File: src/rtl/image_stream_reader.sv
`default_nettype none
// ============================================================================
// Module   : image_stream_reader
// Function : Streams a frame buffer out row by row with vsync/hsync framing
//            and per-pixel pass/threshold/invert processing.
// Revision : 1.0 - initial release
// ============================================================================
module image_stream_reader #(
   parameter int IMG_W       = 768,
   parameter int IMG_H       = 512,
   parameter int PPC         = 2,
   parameter int START_DELAY = 100,
   parameter int HSYNC_DELAY = 160,
   parameter int BOTTOM_UP   = 1,
   parameter int ADDR_W      = 20
) (
   input  logic                clk,
   input  logic                reset,
   input  logic                start,
   input  logic [1:0]          mode,
   input  logic [7:0]          threshold,
   output logic                mem_rd_en,
   output logic [ADDR_W-1:0]   mem_addr,
   input  logic [PPC*24-1:0]   mem_rdata,
   output logic                out_valid,
   input  logic                out_ready,
   output logic [PPC*24-1:0]   out_data,
   output logic                vsync,
   output logic                hsync,
   output logic                busy,
   output logic                done
);

   localparam int BEATS   = IMG_W / PPC;
   localparam int COL_W   = (BEATS > 1) ? $clog2(BEATS) : 1;
   localparam int RD_W    = $clog2(BEATS + 1);
   localparam int ROW_W   = (IMG_H > 1) ? $clog2(IMG_H) : 1;
   localparam int DLY_MAX = (START_DELAY > HSYNC_DELAY) ? START_DELAY : HSYNC_DELAY;
   localparam int DLY_W   = (DLY_MAX > 1) ? $clog2(DLY_MAX) : 1;
   localparam int DW      = PPC * 24;

   localparam logic [2:0] S_IDLE  = 3'd0;
   localparam logic [2:0] S_VSYNC = 3'd1;
   localparam logic [2:0] S_HGAP  = 3'd2;
   localparam logic [2:0] S_DATA  = 3'd3;
   localparam logic [2:0] S_DONE  = 3'd4;

   logic [2:0]       state_q, state_d;
   logic [DLY_W-1:0] dly_q, dly_d;
   logic [ROW_W-1:0] row_q, row_d;
   logic [RD_W-1:0]  rdcol_q, rdcol_d;
   logic [COL_W-1:0] outcol_q, outcol_d;
   logic [1:0]       mode_q;
   logic [7:0]       thr_q;
   logic             rd_pend_q;
   logic [1:0]       occ_q;
   logic [DW-1:0]    head_q, tail_q;

   logic [ROW_W-1:0]  w_mrow;
   logic [ADDR_W-1:0] w_addr;
   logic [1:0]        w_credit;
   logic              w_pop, w_rd, w_row_end;
   logic [DW-1:0]     w_proc;
   logic [9:0]        w_thr3;

   if (BOTTOM_UP != 0) begin : g_bottom_up
      assign w_mrow = ROW_W'(IMG_H - 1) - row_q;
   end else begin : g_top_down
      assign w_mrow = row_q;
   end

   assign w_addr    = ADDR_W'(w_mrow) * ADDR_W'(BEATS) + ADDR_W'(rdcol_q);
   assign out_valid = (occ_q != 2'd0);
   assign w_pop     = out_valid & out_ready;
   // A beat popped this cycle frees its slot in time for a read issued now.
   assign w_credit  = occ_q + {1'b0, rd_pend_q} - {1'b0, w_pop};
   assign w_rd      = (state_q == S_DATA) && (rdcol_q != RD_W'(BEATS)) && (w_credit < 2'd2);
   assign w_row_end = (state_q == S_DATA) && w_pop && (outcol_q == COL_W'(BEATS - 1));

   assign mem_rd_en = w_rd;
   assign mem_addr  = w_rd ? w_addr : '0;
   assign out_data  = out_valid ? head_q : '0;
   assign vsync     = (state_q == S_VSYNC);
   assign hsync     = (state_q == S_DATA);
   assign busy      = (state_q != S_IDLE);
   assign done      = (state_q == S_DONE);

   assign w_thr3 = {2'b00, thr_q} + {1'b0, thr_q, 1'b0};

   for (genvar k = 0; k < PPC; k++) begin : g_pix
      logic [7:0]  r, g, b;
      logic [9:0]  sum;
      logic [23:0] pix;
      assign r   = mem_rdata[24*k+16 +: 8];
      assign g   = mem_rdata[24*k+8  +: 8];
      assign b   = mem_rdata[24*k    +: 8];
      assign sum = {2'b00, r} + {2'b00, g} + {2'b00, b};
      always_comb begin
         pix = {r, g, b};
         case (mode_q)
            2'b01:   pix = (sum > w_thr3) ? 24'hFFFFFF : 24'h000000;
            2'b10:   pix = {8'd255 - r, 8'd255 - g, 8'd255 - b};
            default: pix = {r, g, b};
         endcase
      end
      assign w_proc[24*k +: 24] = pix;
   end

   always_comb begin
      state_d  = state_q;
      dly_d    = dly_q;
      row_d    = row_q;
      rdcol_d  = rdcol_q;
      outcol_d = outcol_q;
      case (state_q)
         S_IDLE: begin
            if (start) begin
               state_d = S_VSYNC;
               dly_d   = '0;
            end
         end
         S_VSYNC: begin
            if (dly_q == DLY_W'(START_DELAY - 1)) begin
               state_d = S_HGAP;
               dly_d   = '0;
            end else begin
               dly_d = dly_q + 1'b1;
            end
         end
         S_HGAP: begin
            if (dly_q == DLY_W'(HSYNC_DELAY - 1)) begin
               state_d = S_DATA;
               dly_d   = '0;
            end else begin
               dly_d = dly_q + 1'b1;
            end
         end
         S_DATA: begin
            if (w_rd)  rdcol_d  = rdcol_q + 1'b1;
            if (w_pop) outcol_d = outcol_q + 1'b1;
            if (w_row_end) begin
               rdcol_d  = '0;
               outcol_d = '0;
               dly_d    = '0;
               if (row_q == ROW_W'(IMG_H - 1)) begin
                  state_d = S_DONE;
                  row_d   = '0;
               end else begin
                  state_d = S_HGAP;
                  row_d   = row_q + 1'b1;
               end
            end
         end
         S_DONE:  state_d = S_IDLE;
         default: state_d = S_IDLE;
      endcase
   end

   always_ff @(posedge clk or negedge reset) begin
      if (!reset) begin
         state_q  <= S_IDLE;
         dly_q    <= '0;
         row_q    <= '0;
         rdcol_q  <= '0;
         outcol_q <= '0;
         mode_q   <= 2'b00;
         thr_q    <= 8'd0;
      end else begin
         state_q  <= state_d;
         dly_q    <= dly_d;
         row_q    <= row_d;
         rdcol_q  <= rdcol_d;
         outcol_q <= outcol_d;
         if (state_q == S_IDLE && start) begin
            mode_q <= mode;
            thr_q  <= threshold;
         end
      end
   end

   // Two-entry output FIFO; head_q is always the beat presented downstream.
   always_ff @(posedge clk or negedge reset) begin
      if (!reset) begin
         rd_pend_q <= 1'b0;
         occ_q     <= 2'd0;
         head_q    <= '0;
         tail_q    <= '0;
      end else begin
         rd_pend_q <= w_rd;
         case ({rd_pend_q, w_pop})
            2'b10: begin
               if (occ_q == 2'd0) head_q <= w_proc;
               else               tail_q <= w_proc;
               occ_q <= occ_q + 2'd1;
            end
            2'b01: begin
               head_q <= tail_q;
               occ_q  <= occ_q - 2'd1;
            end
            2'b11: begin
               if (occ_q == 2'd1) begin
                  head_q <= w_proc;
               end else begin
                  head_q <= tail_q;
                  tail_q <= w_proc;
               end
            end
            default: ;
         endcase
      end
   end

endmodule
`default_nettype wire
File: config.mk
export PLATFORM = sky130hd
export DESIGN_NAME = image_stream_reader
export DESIGN_NICKNAME = d
export VERILOG_FILES = /design/src/rtl/image_stream_reader.sv
export SDC_FILE = /design/constraint.sdc
export NUM_CORES = 1
export LEC_CHECK = 0
export CORE_ASPECT_RATIO = 0.9
export CORE_UTILIZATION = 55
export DETAILED_ROUTE_END_ITERATION = 8
export PLACE_DENSITY = 0.89
export SETUP_SLACK_MARGIN = 0.5
export SLEW_MARGIN = 40
export SYNTH_ARGS = -nofsm -noshare
export SYNTH_HDL_FRONTEND = slang
export SYNTH_SLANG_ARGS = --single-unit
File: constraint.sdc
create_clock -name clk -period 6.55 [get_ports clk]
set_input_delay 0.655 -clock clk [delete_from_list [all_inputs] [get_ports clk]]
set_output_delay 0.655 -clock clk [all_outputs]
set_load 0.01 [all_outputs]
==> metrics.md <==
| Metric | Value |
|---|---|
| Worst endpoint required time | `5.89 ns` |
| Worst EP arrival | `4.25 ns` |
| Largest net degree at the start of global routing | `98` |
| Syn. warnings | `0` |
| PwrDens | `445 nW/um^2` |
| DRT Wirelength | `25500 um` |
| Via count | `8657` |
| Busiest grt layer | `met2` |
| Met3 Track Usage GR | `0.0521` |
| Worst-path maximum fanout | `51` |
| Initial DRC Count | `751` |
| Ys flop type | `dfrtp_1` |
| Worst hold slack | `0.0494 ns` |
| Antenna viol nets, final | `0` |
| Post-CTS resize count | `0` |
| Outcome | `finished, final reports clean` |
| Dpl hpwl | `17300 um` |
| Max Slew Vio Count | `0` |
| Max stage delay on crit path | `0.50 ns` |
| Crit path cell chain | `inv_1, ha_2, buf_4, inv_2, nand2_1, inv_2, ha_1, nor2b_1, xnor2_1, nand3_1, buf_4, clkinv_1, and2_1, clkdlybuf4s50_1` |
| WS Path Type | `reg2out` |
| GR Util met1 | `0.381` |
| Die X | `143 um` |
| Worst hold path class | `in2async` |
| # IOs | `136` |
| Final cycle utilization of the critical path | `0.749` |
| Hold Buf Count CTS | `0` |
| CTS HTree Levels | `4` |
| # diodes | `0` |
| Final hold vios | `0` |
| VDD IR max | `0.000302 V` |
| Measured slew at the worst slew-check pin | `0.801 ns` |
| Placed inst area | `11400 um^2` |
| Postcts setup bufs | `0` |
| Met2 Resource Use GR | `0.487` |
| Yosys cell types | `66` |
| Root Buffer | `clkbuf_16` |
| PortBufs | `134` |
| Post-synth EDFFs | `0` |
| Post-synth design cell area | `9830 um^2` |
| Final Wtd Congestion | `0.902` |
| Die Span Y | `129 um` |
| Routed len/inst | `17.9 um` |
| Setup Viol. Count Final | `0` |
| First-pass GRT wire length | `42000 um` |
| Syn Nets | `1228` |
| Min Clock Period, post-route | `4.90 ns` |
| Mean Syn Cell Area | `9.17 um^2` |
| Slowest cell on crit path | `buf_4` |
| Number of cell rows | `45` |
| Starting Density | `0.572` |
| DRC Markers | `0` |
| Top-area cell type share of the netlist area | `0.374` |
| Fin nets | `1332` |
| Sink Count | `147` |
| Cell taking the most area after synthesis | `dfrtp_1` |
| Via density | `6.08` |
| Leak pwr | `5.12 nW` |
| Setup ws final | `1.65 ns` |
| Slew HR | `0.466` |
| Max_cap viols | `0` |
| Vias in the first global route | `8478` |
| Setup WS pre-CTS | `1.47 ns` |
| Critical Path Sink Type | `output port` |
| Share of layout cells above drive strength 1 | `0.0614` |
| Clock tree buffer depth | `2` |
| Design Power | `5.33 mW` |
| Async set or reset register ratio after synthesis | `1.00` |
| CTS Buf Count | `17` |
| Initial antenna violation count | `0` |
| RSZ-0062 raised after global routing | `no` |
| Clock Latency Late Sink | `0.43 ns` |
| Core Footprint | `17200 um^2` |
| F_max | `204 MHz` |
| Grt ovf | `0` |
| Yosys reg bits | `147` |
| Ranking of synthesized cells by area | `dfrtp_1 37%, ha_1 9.4%, nor2_1 4.5%` |
| Setup TNS | `0 ns` |
| DR pass1 iterations | `7` |
| GRT Total Usage | `0.292` |
| Skew final | `0.0103 ns` |
| CTS tree | `built` |
| CP startpoint kind | `flip-flop` |
| Design area | `12000 um^2` |
| P&R area growth vs syn | `22.0%` |
| Die Area | `18400 um^2` |
| Seq/Total Area, Yosys | `0.374` |
| Clock-pin slew on the worst setup and hold paths | `0.06 ns` |
| Post-synthesis cell count | `1071` |
==> cells in the mapped netlist (all sizes together) (5+ instances only) <==
master,instances
mux2,6
nand4,10
nand2,46
a21o,17
inv,70
a221o,24
nor2b,55
o211ai,5
clkbuf,56
and3,8
fa,21
nand3,10
nor2,117
a22oi,24
o31ai,5
o22ai,25
o21ai,66
a21oi,80
a221oi,24
and2,14
ha,74
xor2,17
nand2b,25
nor4,7
nor3,12
o22a,24
xnor2,26
dfrtp,147
==> logic make-up (layout without fill, tap and decap cells) <==
group | Yosys count | after routing | share of synthesized area
mux | 8 | 8 | 0.00891
fa+ha+maj | 95 | 95 | 0.137
simple gates | 320 | 320 | 0.164
xor+xnor | 44 | 44 | 0.0407
other cells | 1 | 1 | 0.000382
buf+inv | 131 | 248 | 0.0507
compound gates | 325 | 325 | 0.224
flops | 147 | 147 | 0.374
==> per-stage QoR <==
| step | std cells | util |
|---|---|---|
| final | 1423 | 0.698 |
| after global routing | 1423 | 0.698 |
| after CTS | 1422 | 0.696 |
| after detailed placement | 1390 | 0.662 |
| after global placement | 1390 | 0.660 |
| after floorplan | 1071 | - |
==> path summary, 6_finish.rpt <==
path	start	endpoint	slack, ns	cells past startpoint
max	occ_q[0]$_DFFE_PN0P_	mem_addr[2]	1.65	14
min	reset	row_q[1]$_DFFE_PN0P_	0.05	1
max in group asynchronous	reset	tail_q[24]$_DFFE_PN0P_	5.58	2
min reg2reg	outcol_q[6]$_DFFE_PN0P_	outcol_q[6]$_DFFE_PN0P_	0.48	1
max reg2reg	occ_q[0]$_DFFE_PN0P_	tail_q[34]$_DFFE_PN0P_	2.64	13
min in group clk	outcol_q[6]$_DFFE_PN0P_	outcol_q[6]$_DFFE_PN0P_	0.48	1
==> sequential cells by signal, indices dropped and copies added, names as in the netlist, 3 cells and up <==
name      cells
tail_q       48
state_q       3
row_q         9
outcol_q      9
head_q       48
thr_q         8
dly_q         8
rdcol_q       9
==> metal layers <==
| layer | up-vias | part of all wire |
|---|---|---|
| met3 | 45 | 0.062 |
| met4 | 0 | 0.022 |
| met5 | - | 0 |
| met1 | 4225 | 0.43 |
| li1 | 4040 | - |
| met2 | 347 | 0.49 |
==> area by class of cell <==
type | count | area (um^2)
Inverter | 71 | 267
Tap cell | 235 | 294
Multi-Input combinational cell | 793 | 5700
Sequential cell | 147 | 3680
Timing Repair Buffer | 145 | 1450
Clock buffer | 19 | 443
Fill cell | 1300 | 5190
Clock inverter | 13 | 149
==> worst max-delay path, delay by kind of cell, from the launching register on <==
| kind | cells | cell delay [ns] |
|---|---|---|
| buffers and inverters | 7 | 2.04 |
| AND/OR/NAND/NOR | 4 | 0.80 |
| adder cells (fa/ha/maj) | 2 | 0.46 |
| flip-flops | 1 | 0.40 |
| XOR/XNOR | 1 | 0.10 |
==> cell usage in the layout, fill, tap and decap left out, drive strengths merged, types with 26 or more instances in the layout <==
master and count:
ha 74, nand2 46, nor2 117, xnor2 26
a21oi 80, nor2b 55, inv 73, dfrtp 147
clkdlybuf4s50 133, o21ai 66
==> power breakdown <==
group / switching (mW) / internal (mW)
sequential: 0.239 / 1.29
clock: 0.413 / 0.576
combinational: 1.50 / 1.31
total: 2.16 / 3.17
No activity file was read; power rests on OpenSTA's default activity.
